File: config.mk
export PLATFORM = sky130hd
export DESIGN_NAME = ripple_adder_sequencer
export DESIGN_NICKNAME = d
export VERILOG_FILES = /design/src/rtl/ripple_adder_sequencer.sv
export SDC_FILE = /design/constraint.sdc
export NUM_CORES = 1
export LEC_CHECK = 0
export CAP_MARGIN = 40
export CELL_PAD_IN_SITES_DETAIL_PLACEMENT = 1
export CELL_PAD_IN_SITES_GLOBAL_PLACEMENT = 1
export CORE_MARGIN = 10
export CORE_UTILIZATION = 40
export DETAILED_ROUTE_END_ITERATION = 10
export PLACE_DENSITY = 0.78
export SYNTH_ARGS = -nofsm -noshare
export SYNTH_HDL_FRONTEND = slang
export SYNTH_SLANG_ARGS = --single-unit
File: constraint.sdc
create_clock -name clk -period 6 [get_ports clk]
set_input_delay 0.9 -clock clk [delete_from_list [all_inputs] [get_ports clk]]
set_output_delay 0.9 -clock clk [all_outputs]
set_load 0.005 [all_outputs]
File: src/rtl/ripple_adder_sequencer.sv
// Operand FIFO and sequencer around an external combinational ripple adder.
// Pops one operand triple, waits SETTLE_CYCLES for the carry chain, then holds the registered result for the consumer.
module ripple_adder_sequencer #(
    parameter int WIDTH         = 64,
    parameter int DEPTH         = 4,
    parameter int SETTLE_CYCLES = 2
) (
    input  logic                     clk,
    input  logic                     rst,
    input  logic                     in_valid,
    output logic                     in_ready,
    input  logic [WIDTH-1:0]         in_a,
    input  logic [WIDTH-1:0]         in_b,
    input  logic                     in_c_in,
    output logic [WIDTH-1:0]         add_a,
    output logic [WIDTH-1:0]         add_b,
    output logic                     add_c_in,
    input  logic [WIDTH-1:0]         add_sum,
    input  logic                     add_c_out,
    output logic                     out_valid,
    input  logic                     out_ready,
    output logic [WIDTH-1:0]         out_sum,
    output logic                     out_c_out,
    output logic                     busy,
    output logic [$clog2(DEPTH):0]   fifo_count
);

    localparam int PTR_W = $clog2(DEPTH);
    localparam int CNT_W = PTR_W + 1;
    localparam int ENT_W = 2 * WIDTH + 1;
    localparam int SC_W  = $clog2(SETTLE_CYCLES + 1);

    typedef enum logic [1:0] {
        ST_IDLE   = 2'd0,
        ST_SETTLE = 2'd1,
        ST_HOLD   = 2'd2
    } state_t;

    logic [ENT_W-1:0] r_mem [DEPTH];
    logic [PTR_W-1:0] r_wr_ptr;
    logic [PTR_W-1:0] r_rd_ptr;
    logic [CNT_W-1:0] r_count;
    state_t           r_state;
    logic [SC_W-1:0]  r_settle;
    logic [WIDTH-1:0] r_add_a;
    logic [WIDTH-1:0] r_add_b;
    logic             r_add_c_in;
    logic [WIDTH-1:0] r_out_sum;
    logic             r_out_c_out;
    logic             r_out_valid;

    logic             w_push;
    logic             w_pop;
    logic [ENT_W-1:0] w_head;

    // in_ready depends only on the registered count, so a same-cycle pop never opens a full FIFO
    assign in_ready   = (r_count < CNT_W'(DEPTH));
    assign w_push     = in_valid && in_ready;
    assign w_pop      = (r_state == ST_IDLE) && (r_count != CNT_W'(0));
    assign w_head     = r_mem[r_rd_ptr];

    assign add_a      = r_add_a;
    assign add_b      = r_add_b;
    assign add_c_in   = r_add_c_in;
    assign out_sum    = r_out_sum;
    assign out_c_out  = r_out_c_out;
    assign out_valid  = r_out_valid;
    assign busy       = (r_state != ST_IDLE);
    assign fifo_count = r_count;

    // Operand storage; contents are qualified by the pointers, so no reset is needed
    always_ff @(posedge clk) begin
        if (w_push) begin
            r_mem[r_wr_ptr] <= {in_a, in_b, in_c_in};
        end
    end

    // FIFO pointers and occupancy
    always_ff @(posedge clk or posedge rst) begin
        if (rst) begin
            r_wr_ptr <= '0;
            r_rd_ptr <= '0;
            r_count  <= '0;
        end else begin
            if (w_push) begin
                r_wr_ptr <= r_wr_ptr + PTR_W'(1);
            end
            if (w_pop) begin
                r_rd_ptr <= r_rd_ptr + PTR_W'(1);
            end
            case ({w_push, w_pop})
                2'b10:   r_count <= r_count + CNT_W'(1);
                2'b01:   r_count <= r_count - CNT_W'(1);
                default: r_count <= r_count;
            endcase
        end
    end

    // Sequencer: drive adder, wait for settle, capture and hold result
    always_ff @(posedge clk or posedge rst) begin
        if (rst) begin
            r_state     <= ST_IDLE;
            r_settle    <= '0;
            r_add_a     <= '0;
            r_add_b     <= '0;
            r_add_c_in  <= 1'b0;
            r_out_sum   <= '0;
            r_out_c_out <= 1'b0;
            r_out_valid <= 1'b0;
        end else begin
            case (r_state)
                ST_IDLE: begin
                    if (w_pop) begin
                        r_add_a    <= w_head[ENT_W-1 -: WIDTH];
                        r_add_b    <= w_head[WIDTH -: WIDTH];
                        r_add_c_in <= w_head[0];
                        r_settle   <= SC_W'(SETTLE_CYCLES);
                        r_state    <= ST_SETTLE;
                    end
                end
                ST_SETTLE: begin
                    if (r_settle == SC_W'(1)) begin
                        r_out_sum   <= add_sum;
                        r_out_c_out <= add_c_out;
                        r_out_valid <= 1'b1;
                        r_state     <= ST_HOLD;
                    end else begin
                        r_settle <= r_settle - SC_W'(1);
                    end
                end
                ST_HOLD: begin
                    if (out_ready) begin
                        r_out_valid <= 1'b0;
                        r_state     <= ST_IDLE;
                    end
                end
                default: begin
                    r_out_valid <= 1'b0;
                    r_state     <= ST_IDLE;
                end
            endcase
        end
    end

endmodule

==> out/results.tsv <==
metric	value	unit
status	finished clean	
top_usage_layer	met2	
fin_tns_setup	0	ns
p_comb_share	30.3	%
synth_area_per_cell	23.12	µm²
drt_drc_violations_left	0	
cts-hold-fix-buffers	0	
dp.final_hpwl	39460	µm
power_switching	0.004738	W
route.final.wire_length	63300	µm
regArea	20660	µm²
internal_power	0.01276	W
grt_pass1_vias	14430	
power_leakage	11.78	nW
placementRows	94	
reg2regPathDepth	8	
io_buffer_count	397	
detailedPlace.worstSlack	2.770	ns
synth_top_area_cell	edfxtp_1	
wire_length_of_the_first_global_routing_pass	95370	µm
crit_path_top_delay_cell	clkdlybuf4s50_1	
tritoncts	yes	
fin_skew	0.02507	ns
worst-path-max-fanout	6	
worst_ir_drop_vdd	0.3251	mV
layout.filler_cells	5806	
crit_path_end_kind	output pin	
clk_latency	0.61	ns
synth_top_cells_by_area	edfxtp_1 59%, dfrtp_1 19%, mux4_2 11%, mux2_2 8.3%, buf_6 0.85%	
ctsRootBufferMaster	clkbuf_16	
die_width	277.1	µm
critical_path_required	5.10	ns
clkPwrFrac	27.7	%
drv_cap	0	
design.die.area	76800	µm²
drtPass1Iterations	5	
io-pin-count	398	
min_path_type	reg2reg	
asyncSetResetFlopFracSynth	28.53	%
postRouteAntennaNets	0	
per_cell_via_count_in_the_routed_design	5.076	
synth_seq_area_share	78.08	%
combined_area_of_the_multi_input_logic_cells	5409	µm²
yosysMostFrequentCell	edfxtp_1	
placedCellCount	2367	
resized_gates_after_cts	0	
finish.net_count	1786	
grtUsageMet3	5.931	%
max-slew-margin-rel	33.15	%
initialDrtViolationCount	632	
report.final.hold_viol_count	0	
syn-instance-count	1144	
cts.clk_slew.worst_paths	0.06	ns
startpoint_type	register	
gr-total-overflow	0	
fin_cells	2509	
ys_dominant_reg_cell	edfxtp_1	
critical_path.max_stage_delay	0.62	ns
tritoncts_num_sinks	722	
yosys-top-cells-count	516 x edfxtp_1, 206 x dfrtp_1, 194 x mux2_2	
total_power_density_per_cell_area	515.0	nW/µm²
gr-usage-met2	27.41	%
cts_post_setup_buffers_inserted	0	
yosys.cell_types.count	28	
gr-usage-met1	19.72	%
timing_worst_slew_pin_value	1.003	ns
drive_above_1_share	28.42	%
synthDominantCellAreaShare	58.59	%
yosys_warnings	0	
post-route-period-util	47.74	%
timing.final.setup_violations	0	
core_region_area	65630	µm²
syn_area	26450	µm²
postLayoutSetupSlackWorst	3.135	ns
dr_vias	12740	
h-tree-depth	3	
grt_max_degree	130	
number_of_enable_flip_flop_cells_after_synthesis	516	
dieHeight	277.1	µm
crit_type	reg2out	
cp_cell_sequence	or2_0, clkdlybuf4s50_1	
cts-root-to-sink-buffers	3	
initial_utilization	40.30	%
fmax	0.3491	GHz
min_delay_path_depth	1	
fin_worst_hold_slack	0.4874	ns
rsz_0062_raised_after_global_routing	false	
layout_min_cycle_time	2.865	ns
critical_path_arrival	1.96	ns
switching_share	27.07	%
slew_violations	0	
synth_fp_nets	1349	
grt_usage	16.30	%
routability_driven_placement_congestion_ratio	0.7419	
numCtsBuffers	76	
flow.area_growth_from_synthesis	28.48	%
seqPwrFrac	42.0	%
detail_route.wl_per_cell	25.23	µm
synth_seq_cells	722	
number_of_antenna_violations_at_the_first_check_in_global_routing	14	
[state kept, by name (all words and copies together), names as in the netlist]
signal,count
out_c_out,1
add_c_in,1
out_valid,1
r_rd_ptr,2
add_a,64
r_mem,516
r_settle,2
out_sum,64
add_b,64
r_state,2
fifo_count,3
r_wr_ptr,2
[worst paths after layout]
path                             start            end  slack [ns]
hold / removal             r_settle[0]    r_settle[0]        0.49
max in group asynchronous          rst    r_rd_ptr[0]        4.09
setup reg to reg            r_state[0]  fifo_count[2]        3.31
hold reg to reg            r_settle[0]    r_settle[0]        0.49
min in group asynchronous          rst      add_b[36]        0.73
setup / recovery            r_state[0]           busy        3.14
[through the flow]
| stage | cell area (µm²) | util [%] | total power [W] |
|---|---|---|---|
| finish | 33980 | 51.78 | 0.01750 |
| global route | 33980 | 51.77 | 0.01844 |
| CTS | 33980 | 51.77 | 0.01786 |
| detailed placement | 31370 | 47.80 | 0.01292 |
| global placement | 31340 | 47.76 | 0.01268 |
| floorplan | 26450 | - | 0.01034 |
[critical path, delay by kind of cell, from the launching register on]
kind                   cells  cell delay [ns]
DFF                        1             0.41
and+or+nand+nor            1             0.34
buffers and inverters      1             0.62
[layout make-up]
cell class                 instances  share of cell area [%]
timing repair buffer             411                   12.32
antenna                            2                 0.01473
clock inverter                    35                   1.296
inverter                           9                  0.1105
multi-input combinational        361                   15.92
clock buffer                     105                   6.366
sequential                       722                   60.79
tap                              864                   3.181
[layer usage]
metal  wire [µm]  part of all wire [%]  vias to the layer above
met2       31590                    50                      414
li1            -                     -                     5481
met1       25410                    40                     6706
met4        1043                   1.6                       26
met3        5078                   8.0                      108
met5         178                  0.28                        -
[power by group through the flow]
stage                     clock network (W)  registers (W)  logic (W)
after floorplan                           0        0.00726    0.00308
after global placement                    0        0.00738    0.00530
after detailed placement                  0        0.00747    0.00544
after CTS                           0.00498        0.00739    0.00548
after global routing                0.00520        0.00750    0.00575
final                               0.00484        0.00735    0.00531
[cells by family after synthesis]
group	synth area share, %
AOI/OAI and AO/OA	0.1277
DFF	78.08
and+or+nand+nor	0.4069
muxes	19.32
xor gates and xnor gates	0.1987
adders and majority gates	0.3595
buffers and inverters	1.509
[cells in the final DEF (no fill, tap or decap), types with 3 or more instances in the layout]
cell,synthesis,routed
clkbuf_1,14,16
nand2_1,3,3
inv_1,9,8
mux2_2,194,194
dfrtp_1,206,204
inv_6,0,5
buf_12,0,7
buf_4,0,6
edfxtp_1,516,516
clkinv_2,0,11
mux4_2,129,129
clkdlybuf4s50_1,0,397
o21ai_0,4,4
xnor2_1,3,3
bufinv_16,0,9
clkinv_1,0,4
ha_1,6,6
clkinvlp_4,0,5
clkbuf_8,0,11
and2_4,0,4
xor2_1,3,3
clkbuf_16,0,78
Power figures use the tool's default switching activity.
